<file path="config.mk">
export PLATFORM = sky130hd
export DESIGN_NAME = controle_ula_flat
export DESIGN_NICKNAME = d
export VERILOG_FILES = /design/src/rtl/controle_ula_if.sv /design/src/rtl/controle_ula.sv /design/src/flat_wrapper.sv
export SDC_FILE = /design/constraint.sdc
export NUM_CORES = 1
export LEC_CHECK = 0
export ABC_AREA = 1
export BUFFER_PORTS_ARGS = -buffer_cell sky130_fd_sc_hd__buf_2
export CAP_MARGIN = 20
export CORE_ASPECT_RATIO = 1.1
export CORE_MARGIN = 3
export CORE_UTILIZATION = 44
export DETAILED_ROUTE_END_ITERATION = 6
export PLACE_DENSITY = 0.89
export SLEW_MARGIN = 20
export SYNTH_ARGS = -nofsm -noshare
export SYNTH_HDL_FRONTEND = slang
export SYNTH_SLANG_ARGS = --single-unit
</file>
<file path="constraint.sdc">
create_clock -name clock -period 1.7 [get_ports clock]
set_clock_uncertainty 0.1 [all_clocks]
set_input_delay 0.34 -clock clock [delete_from_list [all_inputs] [get_ports clock]]
set_output_delay 0.34 -clock clock [all_outputs]
set_load 0.05 [all_outputs]
</file>
<file path="src/rtl/controle_ula_if.sv">
// Instruction issue channel between an instruction producer and controle_ula.
//
// Handshake: the producer raises inst_valido and holds every inst_* field
// stable until the controller accepts the instruction, which happens on the
// rising clock edge where inst_valido and inst_pronto are both high. The
// controller raises inst_pronto only while it is idle.
//
// Signals:
//   inst_valido    producer -> controller  instruction offered
//   inst_pronto    controller -> producer  controller can accept
//   inst_op[5:0]   bits [4:0] ALU selector, bit 5 suppresses register write
//   inst_ra/rb/rd  source A, source B, destination register indices
//   inst_usa_imed  operand e1 comes from inst_imediato instead of rb
//   inst_imediato  32-bit immediate operand
interface controle_ula_if;
  logic        inst_valido;
  logic        inst_pronto;
  logic [5:0]  inst_op;
  logic [4:0]  inst_ra;
  logic [4:0]  inst_rb;
  logic [4:0]  inst_rd;
  logic        inst_usa_imed;
  logic [31:0] inst_imediato;

  modport master (
    output inst_valido, inst_op, inst_ra, inst_rb, inst_rd,
           inst_usa_imed, inst_imediato,
    input  inst_pronto
  );

  modport slave (
    input  inst_valido, inst_op, inst_ra, inst_rb, inst_rd,
           inst_usa_imed, inst_imediato,
    output inst_pronto
  );
endinterface

</file>
<file path="src/rtl/controle_ula.sv">
// Multi-cycle issue controller in front of the 32-bit ALU.
//
// Accepts one instruction at a time on the inst channel, reads both operands
// from a synchronous-read register file, presents registered operands and the
// selector to the ALU for the operation's latency, then retires: s0 goes back
// to the register file, s1 to HI for MULT/DIVI, c0 to the flag for compares.
//
// Ports:
//   clock, reset        rising-edge clock, synchronous active-low reset
//   inst                instruction channel (slave side)
//   rf_end0/rf_end1     register-file read addresses (data valid next cycle)
//   rf_dado0/rf_dado1   register-file read data
//   rf_escreve/rf_endw/rf_dadow  register-file write port (ESCRITA only)
//   ula_e0/ula_e1/ula_seletor    registered ALU operands and selector
//   ula_s0/ula_s1/ula_c0         ALU results
//   hi, flag, erro_div  HI register, compare flag, sticky divide-by-zero
//   res_valido          one-cycle pulse while an instruction retires
//   estado_dbg          current FSM state (OCIOSO=0 .. ESCRITA=3)
module controle_ula #(
  parameter int unsigned CICLOS_MULT = 2,
  parameter int unsigned CICLOS_DIV  = 4
) (
  input  logic                 clock,
  input  logic                 reset,
  controle_ula_if.slave        inst,
  output logic [4:0]           rf_end0,
  output logic [4:0]           rf_end1,
  input  logic [31:0]          rf_dado0,
  input  logic [31:0]          rf_dado1,
  output logic                 rf_escreve,
  output logic [4:0]           rf_endw,
  output logic [31:0]          rf_dadow,
  output logic [31:0]          ula_e0,
  output logic [31:0]          ula_e1,
  output logic [5:0]           ula_seletor,
  input  logic [31:0]          ula_s0,
  input  logic [31:0]          ula_s1,
  input  logic                 ula_c0,
  output logic [31:0]          hi,
  output logic                 flag,
  output logic                 erro_div,
  output logic                 res_valido,
  output logic [1:0]           estado_dbg
);

  typedef enum logic [1:0] {
    OCIOSO  = 2'd0,
    LEITURA = 2'd1,
    EXECUTA = 2'd2,
    ESCRITA = 2'd3
  } estado_t;

  localparam logic [4:0]  OP_MULT  = 5'b00010;
  localparam logic [4:0]  OP_DIVI  = 5'b00011;
  localparam logic [15:0] CONT_MULT = 16'(CICLOS_MULT);
  localparam logic [15:0] CONT_DIV  = 16'(CICLOS_DIV);

  estado_t     estado, prox;
  logic [15:0] cont;
  logic [5:0]  op_q;
  logic [4:0]  rd_q;
  logic        usa_imed_q;
  logic [31:0] imed_q;

  logic        aceita;
  logic        em_escrita;
  logic        div_zero;
  logic        op_flag;

  assign estado_dbg = estado;

  // Divide by zero is judged on the operand actually presented to the ALU.
  assign div_zero = (op_q[4:0] == OP_DIVI) && (ula_e1 == 32'd0);
  assign op_flag  = op_q[4:0] inside {5'b01010, 5'b01011, 5'b01100, 5'b01111};

  // Next state and all combinational outputs.
  always_comb begin
    prox             = estado;
    inst.inst_pronto = 1'b0;
    aceita           = 1'b0;
    em_escrita       = 1'b0;
    rf_end0          = 5'd0;
    rf_end1          = 5'd0;
    rf_escreve       = 1'b0;
    rf_endw          = 5'd0;
    rf_dadow         = 32'd0;
    res_valido       = 1'b0;

    case (estado)
      OCIOSO: begin
        inst.inst_pronto = 1'b1;
        aceita           = inst.inst_valido;
        // Addresses go out during the accept cycle so the synchronous RF
        // has the data ready throughout LEITURA.
        if (inst.inst_valido) begin
          rf_end0 = inst.inst_ra;
          rf_end1 = inst.inst_rb;
        end
        if (aceita) prox = LEITURA;
      end
      LEITURA: prox = EXECUTA;
      EXECUTA: begin
        // <= 1 rather than == 1 so a zero count can never stall the FSM.
        if (cont <= 16'd1) prox = ESCRITA;
      end
      ESCRITA: begin
        em_escrita = 1'b1;
        res_valido = 1'b1;
        rf_endw    = rd_q;
        rf_dadow   = div_zero ? 32'hFFFF_FFFF : ula_s0;
        rf_escreve = !op_q[5] && (rd_q != 5'd0);
        prox       = OCIOSO;
      end
      default: prox = OCIOSO;
    endcase
  end

  always_ff @(posedge clock) begin
    if (!reset) begin
      estado      <= OCIOSO;
      cont        <= 16'd0;
      op_q        <= 6'd0;
      rd_q        <= 5'd0;
      usa_imed_q  <= 1'b0;
      imed_q      <= 32'd0;
      ula_e0      <= 32'd0;
      ula_e1      <= 32'd0;
      ula_seletor <= 6'd0;
      hi          <= 32'd0;
      flag        <= 1'b0;
      erro_div    <= 1'b0;
    end else begin
      estado <= prox;
      case (estado)
        OCIOSO: begin
          if (aceita) begin
            op_q       <= inst.inst_op;
            rd_q       <= inst.inst_rd;
            usa_imed_q <= inst.inst_usa_imed;
            imed_q     <= inst.inst_imediato;
          end
        end
        LEITURA: begin
          ula_e0      <= rf_dado0;
          ula_e1      <= usa_imed_q ? imed_q : rf_dado1;
          ula_seletor <= op_q;
          if (op_q[4:0] == OP_MULT)      cont <= CONT_MULT;
          else if (op_q[4:0] == OP_DIVI) cont <= CONT_DIV;
          else                           cont <= 16'd1;
        end
        EXECUTA: begin
          if (cont > 16'd1) cont <= cont - 16'd1;
        end
        ESCRITA: begin
          if (em_escrita) begin
            if (div_zero) begin
              hi       <= ula_e0;
              erro_div <= 1'b1;
            end else if (op_q[4:1] == 4'b0001) begin
              hi <= ula_s1;
            end
            if (op_flag) flag <= ula_c0;
          end
        end
        default: ;
      endcase
    end
  end

endmodule

</file>
<file path="src/flat_wrapper.sv">
// flat-port wrapper written by rule: the top's interface ports become plain ports
module controle_ula_flat 
#(
  parameter int unsigned CICLOS_MULT = 2,
  parameter int unsigned CICLOS_DIV  = 4
)
  (clock, reset, rf_end0, rf_end1, rf_dado0, rf_dado1, rf_escreve, rf_endw, rf_dadow, ula_e0, ula_e1, ula_seletor, ula_s0, ula_s1, ula_c0, hi, flag, erro_div, res_valido, estado_dbg, inst_inst_valido, inst_inst_op, inst_inst_ra, inst_inst_rb, inst_inst_rd, inst_inst_usa_imed, inst_inst_imediato, inst_inst_pronto);
  controle_ula_if inst_i ();
  input  logic clock;
  input  logic reset;
  output logic [4:0] rf_end0;
  output logic [4:0] rf_end1;
  input  logic [31:0] rf_dado0;
  input  logic [31:0] rf_dado1;
  output logic rf_escreve;
  output logic [4:0] rf_endw;
  output logic [31:0] rf_dadow;
  output logic [31:0] ula_e0;
  output logic [31:0] ula_e1;
  output logic [5:0] ula_seletor;
  input  logic [31:0] ula_s0;
  input  logic [31:0] ula_s1;
  input  logic ula_c0;
  output logic [31:0] hi;
  output logic flag;
  output logic erro_div;
  output logic res_valido;
  output logic [1:0] estado_dbg;
  input wire logic [$bits(inst_i.inst_valido)-1:0] inst_inst_valido;
  input wire logic [$bits(inst_i.inst_op)-1:0] inst_inst_op;
  input wire logic [$bits(inst_i.inst_ra)-1:0] inst_inst_ra;
  input wire logic [$bits(inst_i.inst_rb)-1:0] inst_inst_rb;
  input wire logic [$bits(inst_i.inst_rd)-1:0] inst_inst_rd;
  input wire logic [$bits(inst_i.inst_usa_imed)-1:0] inst_inst_usa_imed;
  input wire logic [$bits(inst_i.inst_imediato)-1:0] inst_inst_imediato;
  output wire logic [$bits(inst_i.inst_pronto)-1:0] inst_inst_pronto;
  assign inst_i.inst_valido = inst_inst_valido;
  assign inst_i.inst_op = inst_inst_op;
  assign inst_i.inst_ra = inst_inst_ra;
  assign inst_i.inst_rb = inst_inst_rb;
  assign inst_i.inst_rd = inst_inst_rd;
  assign inst_i.inst_usa_imed = inst_inst_usa_imed;
  assign inst_i.inst_imediato = inst_inst_imediato;
  assign inst_inst_pronto = inst_i.inst_pronto;
  controle_ula #(.CICLOS_MULT(CICLOS_MULT), .CICLOS_DIV(CICLOS_DIV)) u_core (.clock(clock), .reset(reset), .inst(inst_i), .rf_end0(rf_end0), .rf_end1(rf_end1), .rf_dado0(rf_dado0), .rf_dado1(rf_dado1), .rf_escreve(rf_escreve), .rf_endw(rf_endw), .rf_dadow(rf_dadow), .ula_e0(ula_e0), .ula_e1(ula_e1), .ula_seletor(ula_seletor), .ula_s0(ula_s0), .ula_s1(ula_s1), .ula_c0(ula_c0), .hi(hi), .flag(flag), .erro_div(erro_div), .res_valido(res_valido), .estado_dbg(estado_dbg));
endmodule
</file>
* Word-level counts from Yosys, hierarchy flattened
Index checks and enable logic that the tools add are counted.
** Word-level totals
- Bits in registers :: 166
- Output and inout bits :: 156
- Logic and storage cells :: 64
** Operators by class
- Add/subtract/negate cells :: 1
- Order comparisons :: 2
- Equal/unequal tests :: 13
- Multiplexer cells :: 21
- Reduce and logical (&&, ||, !) cells :: 15
** Operators with widths (count)
- 32-bit two-way mux :: 5
- 32-bit logical NOT :: 1
- 16-bit two-way mux :: 2
- 16-bit one-hot mux with 2 select lines :: 1
- 5-bit two-way mux :: 5
- 5-bit by 4-bit == test with 1-bit output (second input constant) :: 4
- 16-bit by 1-bit > comparator with 1-bit output (second input constant) :: 1
- 16-bit by 1-bit <= comparator with 1-bit output (second input constant) :: 1
- 16-bit by 1-bit subtractor with 16-bit output (second input constant) :: 1
- 5-bit by 2-bit == test with 1-bit output (second input constant) :: 2
- 3-bit AND reduction :: 3
- 2-bit one-hot mux with 4 select lines :: 1
- 2-bit AND reduction :: 3
- 5-bit nonzero test :: 1
- 2-bit == test (second input constant) :: 2
- 4-bit by 1-bit == test with 1-bit output (second input constant) :: 1
- 1-bit two-way mux :: 4
- 2-bit two-way mux :: 2
- 2-bit by 1-bit inequality test with 1-bit output (second input constant) :: 2
- 2-bit nonzero test :: 2
- 4-bit nonzero test :: 1
- 3-bit two-way mux :: 1
- 2-bit by 1-bit == test with 1-bit output (second input constant) :: 1
- 1-bit logical AND :: 2
- other kinds (3) :: 3

* Longest topological paths before layout
Gate-level depths: netlist of the first run.
- Depth after elaboration :: 4
- Gate-level depth with buffers :: 12
- Gate-level depth less buffers :: 11

* Worst setup path after synthesis of the first run
Ideal clock, no wire load.
- Kind :: register to output
- Start point :: register u_core.estado[0] (netlist: u_core.estado_dbg[0])
- End point :: output port rf_end0[0]
- Arrival time :: 2.453 ns
- Data required time :: 1.260 ns
- Path slack :: -1.193 ns
- Stages on the path, launching flop included :: 7
- Buffers on the path :: 2
- Path through :: dfxtp_1 -> inv_1 -> ha_1 -> nand2_1 -> clkbuf_1 -> clkbuf_1 -> nor2_1
** On the way
- Longest elaborated chain between the ends :: 2
** Ends and longest elaborated chain
- from (decl) :: RTL line controle_ula.sv:58 : estado_t estado, prox;
- from (signal assigned) :: RTL line controle_ula.sv:133 : estado <= prox;
- 2-bit logical NOT :: RTL line controle_ula.sv:89 : case (estado)
- 5-bit two-way mux :: RTL line controle_ula.sv:89
- to (decl) :: RTL line flat_wrapper.sv:11 : output logic [4:0] rf_end0;
No other way between the ends.

* Worst setup path in the final report of the first run
- Start point :: register u_core.ula_e1[9]
- End point :: output port rf_dadow[0]
** On the way
- Longest elaborated chain between the ends :: 4
** Ends and longest elaborated chain
- from (decl) :: RTL line controle_ula.sv:34 : output logic [31:0] ula_e1,
- from (signal assigned) :: RTL line controle_ula.sv:145 : ula_e1 <= usa_imed_q ? imed_q : rf_dado1;
- 32-bit logical NOT :: RTL line controle_ula.sv:73 : assign div_zero = (op_q[4:0] == OP_DIVI) && (ula_e1 == 32'd0);
- 1-bit logical AND :: RTL line controle_ula.sv:73
- 32-bit two-way mux :: RTL line controle_ula.sv:110 : rf_dadow = div_zero ? 32'hFFFF_FFFF : ula_s0;
- 32-bit two-way mux :: RTL line controle_ula.sv:89
- to (decl) :: RTL line flat_wrapper.sv:17 : output logic [31:0] rf_dadow;
No other way between the ends.

==> results of run 1 <==
-- cells by family (layout without fill, tap and decap cells) --
logic type | count (synthesis) | after routing | synth area share
fa+ha+maj | 6 | 6 | 0.009404
other cells | 0 | 1 | 0
flops | 166 | 166 | 0.4163
simple gates | 569 | 570 | 0.2951
xor+xnor | 2 | 2 | 0.002195
compound gates | 213 | 213 | 0.1655
buf+inv | 223 | 639 | 0.1114
-- power breakdown --
part / leakage [nW] / switching [mW] / total (mW) / internal (mW)
Combinational: 4.94 / 8.04 / 12.5 / 4.45
Clock: 0.293 / 1.69 / 4.02 / 2.33
Sequential: 1.38 / 0.788 / 5.90 / 5.11
-- layer usage --
| metal | global-route usage | wire, µm | share of wire | vias up |
|---|---|---|---|---|
| met5 | 0 | 55 | 0.0018 | - |
| li1 | - | - | - | 4558 |
| met3 | 0.06986 | 2800 | 0.090 | 145 |
| met4 | 0.1410 | 1758 | 0.057 | 8 |
| met1 | 0.3129 | 10950 | 0.35 | 4359 |
| met2 | 0.4960 | 15530 | 0.50 | 552 |
-- timing repair --
item / 4_1_cts / 5_1_grt
hold buffers: 0 / 0
resized for setup: 182 / 74
buffers inserted: 15 / 13
cloned: 5 / 7
pin swaps: 12 / 34
endpoints found under the setup margin: 90 / 149
-- layout make-up --
type / count / share of cell area
sequential: 166 / 0.2633
inverter: 146 / 0.04695
antenna: 1 / 0.0001936
timing repair buffer: 461 / 0.2757
clock inverter: 11 / 0.01036
multi-input combinational: 791 / 0.3440
tap: 238 / 0.02304
clock buffer: 21 / 0.03649
-- sequential cells by signal, indices dropped and copies added (netlist names) --
signal and cells:
u_core.cont 16, u_core.ula_seletor 6, u_core.usa_imed_q 1, u_core.rd_q 5, u_core.op_q 6, u_core.flag 1, u_core.ula_e0 32, u_core.imed_q 32
u_core.estado_dbg 2, u_core.ula_e1 32, u_core.erro_div 1, u_core.hi 32
-- worst paths after layout --
path / slack [ns] / cells past startpoint / to / from
min reg2reg: 0.36 / 2 / u_core.flag$_SDFFE_PN0P_ / u_core.flag$_SDFFE_PN0P_
max reg2reg: -0.09 / 10 / u_core.hi[13]$_SDFFE_PN0P_ / u_core.ula_e1[9]$_SDFFE_PN0P_
max: -0.73 / 10 / rf_dadow[0] / u_core.ula_e1[9]$_SDFFE_PN0P_
min: 0.04 / 3 / u_core.ula_e0[21]$_SDFFE_PN0P_ / rf_dado0[21]
-- layout by cell type (no fill, tap or decap), types with 42 or more instances in the layout --
cell and instances:
buf_2 288, nor2_1 184, nand2_1 177, dfxtp_1 130, inv_1 129, nand3_1 109, o21ai_0 85, buf_4 73
buf_8 42
-- tightest hold or removal path: stages --
cell and delay [ns]:
buf_2 0.07, nor2_1 0.03, nor2_1 0.08
==> impl_results.md, run 1 <==
- Initial antenna violation count: 5
- Endpoints failing hold: 0
- Clk sink count: 166
- Yosys cell types: 33
- Post-synthesis sequential area ratio: 0.4163
- WL final: 31100 µm
- CP dominant cell by count: nor2_2
- Full die area: 19800 µm²
- Worst VDD drop: 0.001096 V
- Area of the multi-input gates: 4447 µm²
- Top cells by area, synth: dfxtp_1 42%, nand2_1 11%, nor2_1 9.9%
- Placed instance area: 11020 µm²
- Kind of critical path: flip-flop to primary output
- Status: finished, violations left
- First-pass GRT wire length: 45320 µm
- Post-route cell area: 12930 µm²
- Least-Margin Pin Slew: 0.3973 ns
- Die H: 147.3 µm
- Yosys top cell by area: dfxtp_1
- Bufs and invs on worst path: 3
- DR vias/cell: 5.244
- Leakage: 6.612 nW
- Top cells by count, synth: 225 x nand2_1, 210 x nor2_1, 166 x dfxtp_1
- Drt drc: 0
- Placer Congestion: 0.8878
- Synthesis-to-finish area growth: 61.93%
- TritonRoute pass-1 iters: 5
- Worst Slack Setup Final: -0.7264 ns
- Most used DFF post-synth: dfxtp_1
- Pwr Density: 1734 nW/µm²
- Largest fanout on the critical path: 8
- Most frequent cell after synthesis: nand2_1
- Final TNS setup: -29.73 ns
- Initial Util: 0.4500
- Worst Setup End Kind: primary output
- Routed vias: 9622
- Gate Count Post-Synth: 1179
- Post-synth EDFFs: 0
- GR Overflow Total: 0
- Place WS: -0.3616 ns
- YS warnings: 0
- Avg Cell Area, Syn: 6.771 µm²
- Critical Path AT: 1.99 ns
- CP required: 1.26 ns
- I/O Pins: 342
- Final nets: 1775
- Crit-path slowest cell: dfxtp_4
- Fmax: 412.1 MHz
- Final setup fails: 93
- Async SR Flop Fraction: 0
- Fin. max-slew vios: 0
- Tmin final: 2.426 ns
- Max H-tree Level: 4
- Slowest stage delay, CP: 0.34 ns
- Slew headroom: 0.7352
- # placed instances: 1769
- DP HPWL: 19490 µm
- Die width: 134.4 µm
- IO buf count: 341
- DR iter-0 viols: 566
- Post-layout util: 0.7287
- Clock Tree Buf Depth: 2
- Top cell type's share of synthesized area: 0.4163
- Crit path launch type: flip-flop
- CTS clk-pin slew, worst paths: 0.07 ns
- Root Buffer: clkbuf_16
- Clk Latency, worst-skew pair: 0.42 ns
- Register area: 3403 µm²
- Maxcap violations: 0
- Largest net degree at the start of global routing: 79
- CP Cell Sequence: nor2_2 > nand2_1 > nor2_2 > nand2_2 > nor2_4 > nand3_4 > buf_6 > buf_12 > nand2_4 > buf_8
- Antenna Nets Post-Route: 0
- Share of layout cells above drive strength 1: 0.4085
- Period Utilization, post-route: 1.427
- Fillers: 1245
- Mapped cell area: 7983 µm²
- Power consumption: 22.41 mW
- Syn Nets: 1371
- TritonCTS clock tree: built
- Crit-path leading delay family: simple AND/OR/NAND/NOR gates
- Aggregate global-route resource usage: 0.2810
- Vias in the first global route: 9082
- Worst hold slack: 0.04373 ns
- Hold Path Class: input port to flip-flop
- RSZ-0062 raised after global routing: true
- Num CTS Buffers: 17
- Core area: 17740 µm²
- Core Rows: 51
- Failing checks: negative setup slack
- WL/cell: 16.95 µm
- #FFs+latches synth: 166
- Layout Cells excl Fill: 1835
Power figures use the tool's default switching activity.
==> inputs of run 2 (changes only) <==
SETUP_SLACK_MARGIN = 0.4   (was unset)
==> run 2 against run 1 <==
The flow finishes with violations (design-rule violations, negative setup slack). Design area is 23% higher. Worst hold slack worse by 0.0011 ns. Largest power group unchanged. Register-to-register slack worse by 0.53 ns. Clock power is 1% higher. Critical path type unchanged. Fmax is 4.3% lower. Setup slack worse by 0.11 ns. Total power is 36% higher. Flip-flop and latch count stayed put. Combinational power is 61% higher.
==> impl_results.md, run 2 (same netlist as run 1, synthesis figures left out) <==
- Tmin final: 2.537 ns
- Vias in the first global route: 9972
- Crit path launch type: flip-flop
- # placed instances: 1780
- Worst Slack Setup Final: -0.8367 ns
- Slew headroom: 0.5866
- Maxcap violations: 0
- Routed vias: 11950
- IO buf count: 341
- CP required: 1.26 ns
- WL/cell: 26.15 µm
- Share of layout cells above drive strength 1: 0.5505
- Leakage: 7.624 nW
- Register area: 3471 µm²
- GR Overflow Total: 0
- Fin. max-slew vios: 0
- Full die area: 19800 µm²
- Worst hold slack: 0.04259 ns
- Antenna Nets Post-Route: 0
- Failing checks: design-rule violations, negative setup slack
- Placer Congestion: 0.8999
- Kind of critical path: flip-flop to primary output
- TritonCTS clock tree: built
- Area of the multi-input gates: 5354 µm²
- Met3 wire len: 6591 µm
- Status: finished, violations left
- Endpoints failing hold: 0
- Final setup fails: 210
- Largest fanout on the critical path: 5
- DP HPWL: 19900 µm
- DR iter-0 viols: 1445
- Die H: 147.3 µm
- Power consumption: 30.57 mW
- Crit-path slowest cell: dfxtp_2
- CP Cell Sequence: nor2_1 > nand2_1 > nor2_2 > inv_1 > nor2_4 > nand3_4 > buf_6 > buf_16 > nand2_4 > buf_8
- Hold_buf cts: 0
- Clk Latency, worst-skew pair: 0.44 ns
- Least-Margin Pin Slew: 0.6157 ns
- Die width: 134.4 µm
- Initial Util: 0.4500
- I/O Pins: 342
- Slowest stage delay, CP: 0.35 ns
- Met2 Wirelength: 22690 µm
- Clock Tree Buf Depth: 2
- Final nets: 1863
- DR vias/cell: 6.209
- Hold Path Depth: 3
- Fmax: 394.2 MHz
- Commonest cells after routing, fill and taps aside: 237 x buf_2, 163 x nand2_1, 142 x nor2_1
- RSZ-0062 raised after global routing: true
- Hold Path Class: input port to flip-flop
- Initial antenna violation count: 5
- Post-layout util: 0.8942
- Max H-tree Level: 4
- Fillers: 678
- Root Buffer: clkbuf_16
- Worst VDD drop: 0.001381 V
- Synthesis-to-finish area growth: 98.71%
- Drt drc: 6
- CTS clk-pin slew, worst paths: 0.09 ns
- Core area: 17740 µm²
- Aggregate global-route resource usage: 0.3241
- Core Rows: 51
- R2R depth: 13
- WL final: 50300 µm
- Pwr Density: 1927 nW/µm²
- Most common cell after layout, fill and taps aside: buf_2
- First-pass GRT wire length: 51570 µm
- Largest net degree at the start of global routing: 75
- TritonRoute pass-1 iters: 7
- Wire length on met1: 14950 µm
- Max layer used: met5
- Period Utilization, post-route: 1.492
- Critical Path AT: 2.10 ns
- Clk sink count: 166
- Num CTS Buffers: 17
- Layout Cells excl Fill: 1924
- Post-route cell area: 15860 µm²
- Placed instance area: 11190 µm²
- Worst Setup End Kind: primary output
-- run 2: final timing paths --
path,startpoint,to,slack [ns]
min reg2reg,u_core.flag$_SDFFE_PN0P_,u_core.flag$_SDFFE_PN0P_,0.39
min,rf_dado0[27],u_core.ula_e0[27]$_SDFFE_PN0P_,0.04
max,u_core.ula_e1[1]$_SDFFE_PN0P_,rf_dadow[0],-0.84
max reg2reg,u_core.estado_dbg[1]$_SDFFE_PN0P_,u_core.ula_e0[26]$_SDFFE_PN0P_,-0.62
-- run 2: critical path: cells and delay by family, from the launching register on --
family / cells / cell delay, ns
and+or+nand+nor: 6 / 0.77
buffers and inverters: 4 / 0.56
DFF: 1 / 0.35
-- run 2: final cells by class --
class,count,share of cell area
timing repair buffer,547,0.3473
multi-input combinational,793,0.3375
sequential,166,0.2188
inverter,146,0.03897
clock buffer,20,0.03013
tap,238,0.01877
clock inverter,12,0.008203
antenna,2,0.0003155
-- run 2: timing repair --
item                                   CTS  global route
pin swaps                               41           102
endpoints found under the hold margin    0             0
gates resized for setup                308           534
setup buffers                           25            46
setup endpoints to repair              322           322
gates cloned                            16            23
-- run 2: through the flow --
step                      TNS [ns]  setup slack (ns)
final                       -70.18           -0.8367
after global routing        -77.74           -0.8854
after CTS                   -26.49           -0.6646
after detailed placement    -14.77           -0.3701
after global placement      -11.47           -0.3262
after floorplan             -7.700           -0.1880
-- run 2: where the power goes --
group          internal (mW)  switching, mW  total [mW]
logic                   8.28           11.8        20.1
clock network           2.24           1.83        4.07
registers               5.21           1.23        6.43
total                   15.7           14.9        30.6
-- run 2: layer usage --
metal	vias to the layer above	GRT usage
met5	-	0
li1	4747	-
met2	1276	0.5757
met1	5376	0.3613
met3	542	0.06336
met4	6	0.1797
==> inputs of run 3 (changes only) <==
CTS_CLUSTER_SIZE = 24   (was unset)
PLACE_DENSITY = 0.85   (was 0.89)
==> run 3 against run 2 <==
The flow finishes with violations (negative setup slack). Sequential share of layout area grew 2.9 points. Fmax rose by 1.9%. Clock power down 5.7%. Sequential power is 5.8% lower. Global-route usage is 2.6 points lower. Critical path depth did not move. Setup slack better by 0.048 ns. Total power down 19%. Die area unchanged. Final cell count fell by 3.3%. Core utilization down 12 points. Combinational power is 25% lower. Critical endpoint is now rf_dadow[7]. Highest routed layer unchanged.
==> impl_results.md, run 3 (same netlist as run 1, synthesis figures left out) <==
- # placed instances: 1769
- Maxcap violations: 0
- Largest net degree at the start of global routing: 75
- Layout Cells excl Fill: 1861
- Synthesis-to-finish area growth: 72.04%
- Final nets: 1801
- Period Utilization, post-route: 1.464
- Switching Share: 0.4832
- WL/cell: 18.38 µm
- Tmin final: 2.489 ns
- Core area: 17740 µm²
- Initial antenna violation count: 4
- Least-Margin Pin Slew: 0.4710 ns
- Final TNS setup: -44.56 ns
- Aggregate global-route resource usage: 0.2981
- Die H: 147.3 µm
- Comb pwr share: 0.602
- Bufs and invs on worst path: 4
- GR Overflow Total: 0
- Initial Util: 0.4500
- Worst VDD drop: 0.001265 V
- Crit path launch type: flip-flop
- Fmax: 401.7 MHz
- First-pass GRT wire length: 47690 µm
- WL final: 34210 µm
- Final setup fails: 214
- Pwr Density: 1811 nW/µm²
- Place WS: -0.3651 ns
- Placer Congestion: 0.8806
- Worst Setup End Kind: primary output
- Clk pwr share: 0.154
- Die width: 134.4 µm
- Critical Path AT: 2.05 ns
- Core Rows: 51
- Post-route cell area: 13730 µm²
- Vias in the first global route: 9273
- Clock Tree Buf Depth: 2
- Clk Latency, worst-skew pair: 0.43 ns
- Crit-path slowest cell: dfxtp_2
- Status: finished, violations left
- Worst hold slack: 0.03924 ns
- Root Buffer: clkbuf_16
- DP HPWL: 19070 µm
- Sw Pwr: 12.02 mW
- Commonest cells after routing, fill and taps aside: 288 x buf_2, 170 x nand2_1, 153 x nor2_1
- Drt drc: 0
- TritonRoute pass-1 iters: 5
- Endpoints failing hold: 0
- IO buf count: 341
- CP Cell Sequence: nor2_1 > nand2_1 > nor2_1 > nand2_2 > inv_2 > nand3_4 > buf_6 > buf_16 > nand2_4 > buf_8
- TritonCTS clock tree: built
- Placed instance area: 11130 µm²
- Share of layout cells above drive strength 1: 0.4531
- Failing checks: negative setup slack
- Power share of the sequential group: 0.243
- CP required: 1.26 ns
- Leakage: 6.898 nW
- Antenna Nets Post-Route: 0
- Largest fanout on the critical path: 7
- Slew headroom: 0.6857
- Worst Slack Setup Final: -0.7892 ns
- Num CTS Buffers: 17
- I/O Pins: 342
- Pint: 12.85 mW
- Fin. max-slew vios: 0
- DR vias/cell: 5.356
- Max H-tree Level: 4
- Full die area: 19800 µm²
- Crit-path leading delay family: simple AND/OR/NAND/NOR gates
- CP dominant cell by count: nor2_1
- Routed vias: 9967
- DR iter-0 viols: 950
- RSZ-0062 raised after global routing: true
- Most common cell after layout, fill and taps aside: buf_2
- Clk sink count: 166
- CTS clk-pin slew, worst paths: 0.08 ns
- Hold_buf cts: 0
- Kind of critical path: flip-flop to primary output
- Slowest stage delay, CP: 0.33 ns
- Hold Path Class: input port to flip-flop
-- run 3: cell type report --
cell class,count,area (µm²)
antenna,1,2.502
fill,1141,4006
inverter,146,633.1
timing repair buffer,485,4080
sequential,166,3403
clock inverter,14,138.9
tap,238,297.8
clock buffer,18,429.2
multi-input combinational,793,4748
-- run 3: final timing paths --
path	startpoint	to	slack [ns]	depth (start not counted)
max reg2reg	u_core.estado_dbg[0]$_SDFFE_PN0P_	u_core.cont[10]$_SDFFE_PN0P_	-0.27	13
min	rf_dado0[11]	u_core.ula_e0[11]$_SDFFE_PN0P_	0.04	3
min reg2reg	u_core.erro_div$_SDFFE_PN0P_	u_core.erro_div$_SDFFE_PN0P_	0.37	2
max	u_core.ula_e1[20]$_SDFFE_PN0P_	rf_dadow[7]	-0.79	10
-- run 3: metrics by stage --
stage          power (mW)    util
5_1_grt             25.84  0.7742
3_3_place_gp        16.03  0.6277
3_5_place_dp        16.27  0.6277
6_report            24.87  0.7742
4_1_cts             22.55  0.7409
2_1_floorplan       13.46       -
-- run 3: power groups by stage --
| stage | combinational, mW | clock [mW] | sequential, mW |
|---|---|---|---|
| 6_report | 15.0 | 3.84 | 6.06 |
| 5_1_grt | 15.7 | 4.03 | 6.15 |
| 4_1_cts | 12.8 | 3.85 | 5.92 |
| 3_5_place_dp | 10.4 | 0 | 5.89 |
| 3_3_place_gp | 10.2 | 0 | 5.82 |
| 2_1_floorplan | 5.26 | 0 | 8.20 |
-- run 3: repair_timing --
item	CTS	global route
gates cloned	11	12
setup endpoints to repair	322	322
resized for setup	302	84
pin swaps	50	57
buffers inserted	25	11
-- run 3: layer usage --
| layer | vias up | share of wire | global-route usage |
|---|---|---|---|
| met5 | - | 0.0011 | 0 |
| met1 | 4605 | 0.35 | 0.3217 |
| met3 | 159 | 0.083 | 0.05890 |
| li1 | 4606 | - | - |
| met4 | 6 | 0.055 | 0.1589 |
| met2 | 591 | 0.51 | 0.5448 |
-- run 3: worst min-delay path, cell delays in order --
cell    delay, ns
buf_2        0.08
nor2_1       0.03
nor2_1       0.07
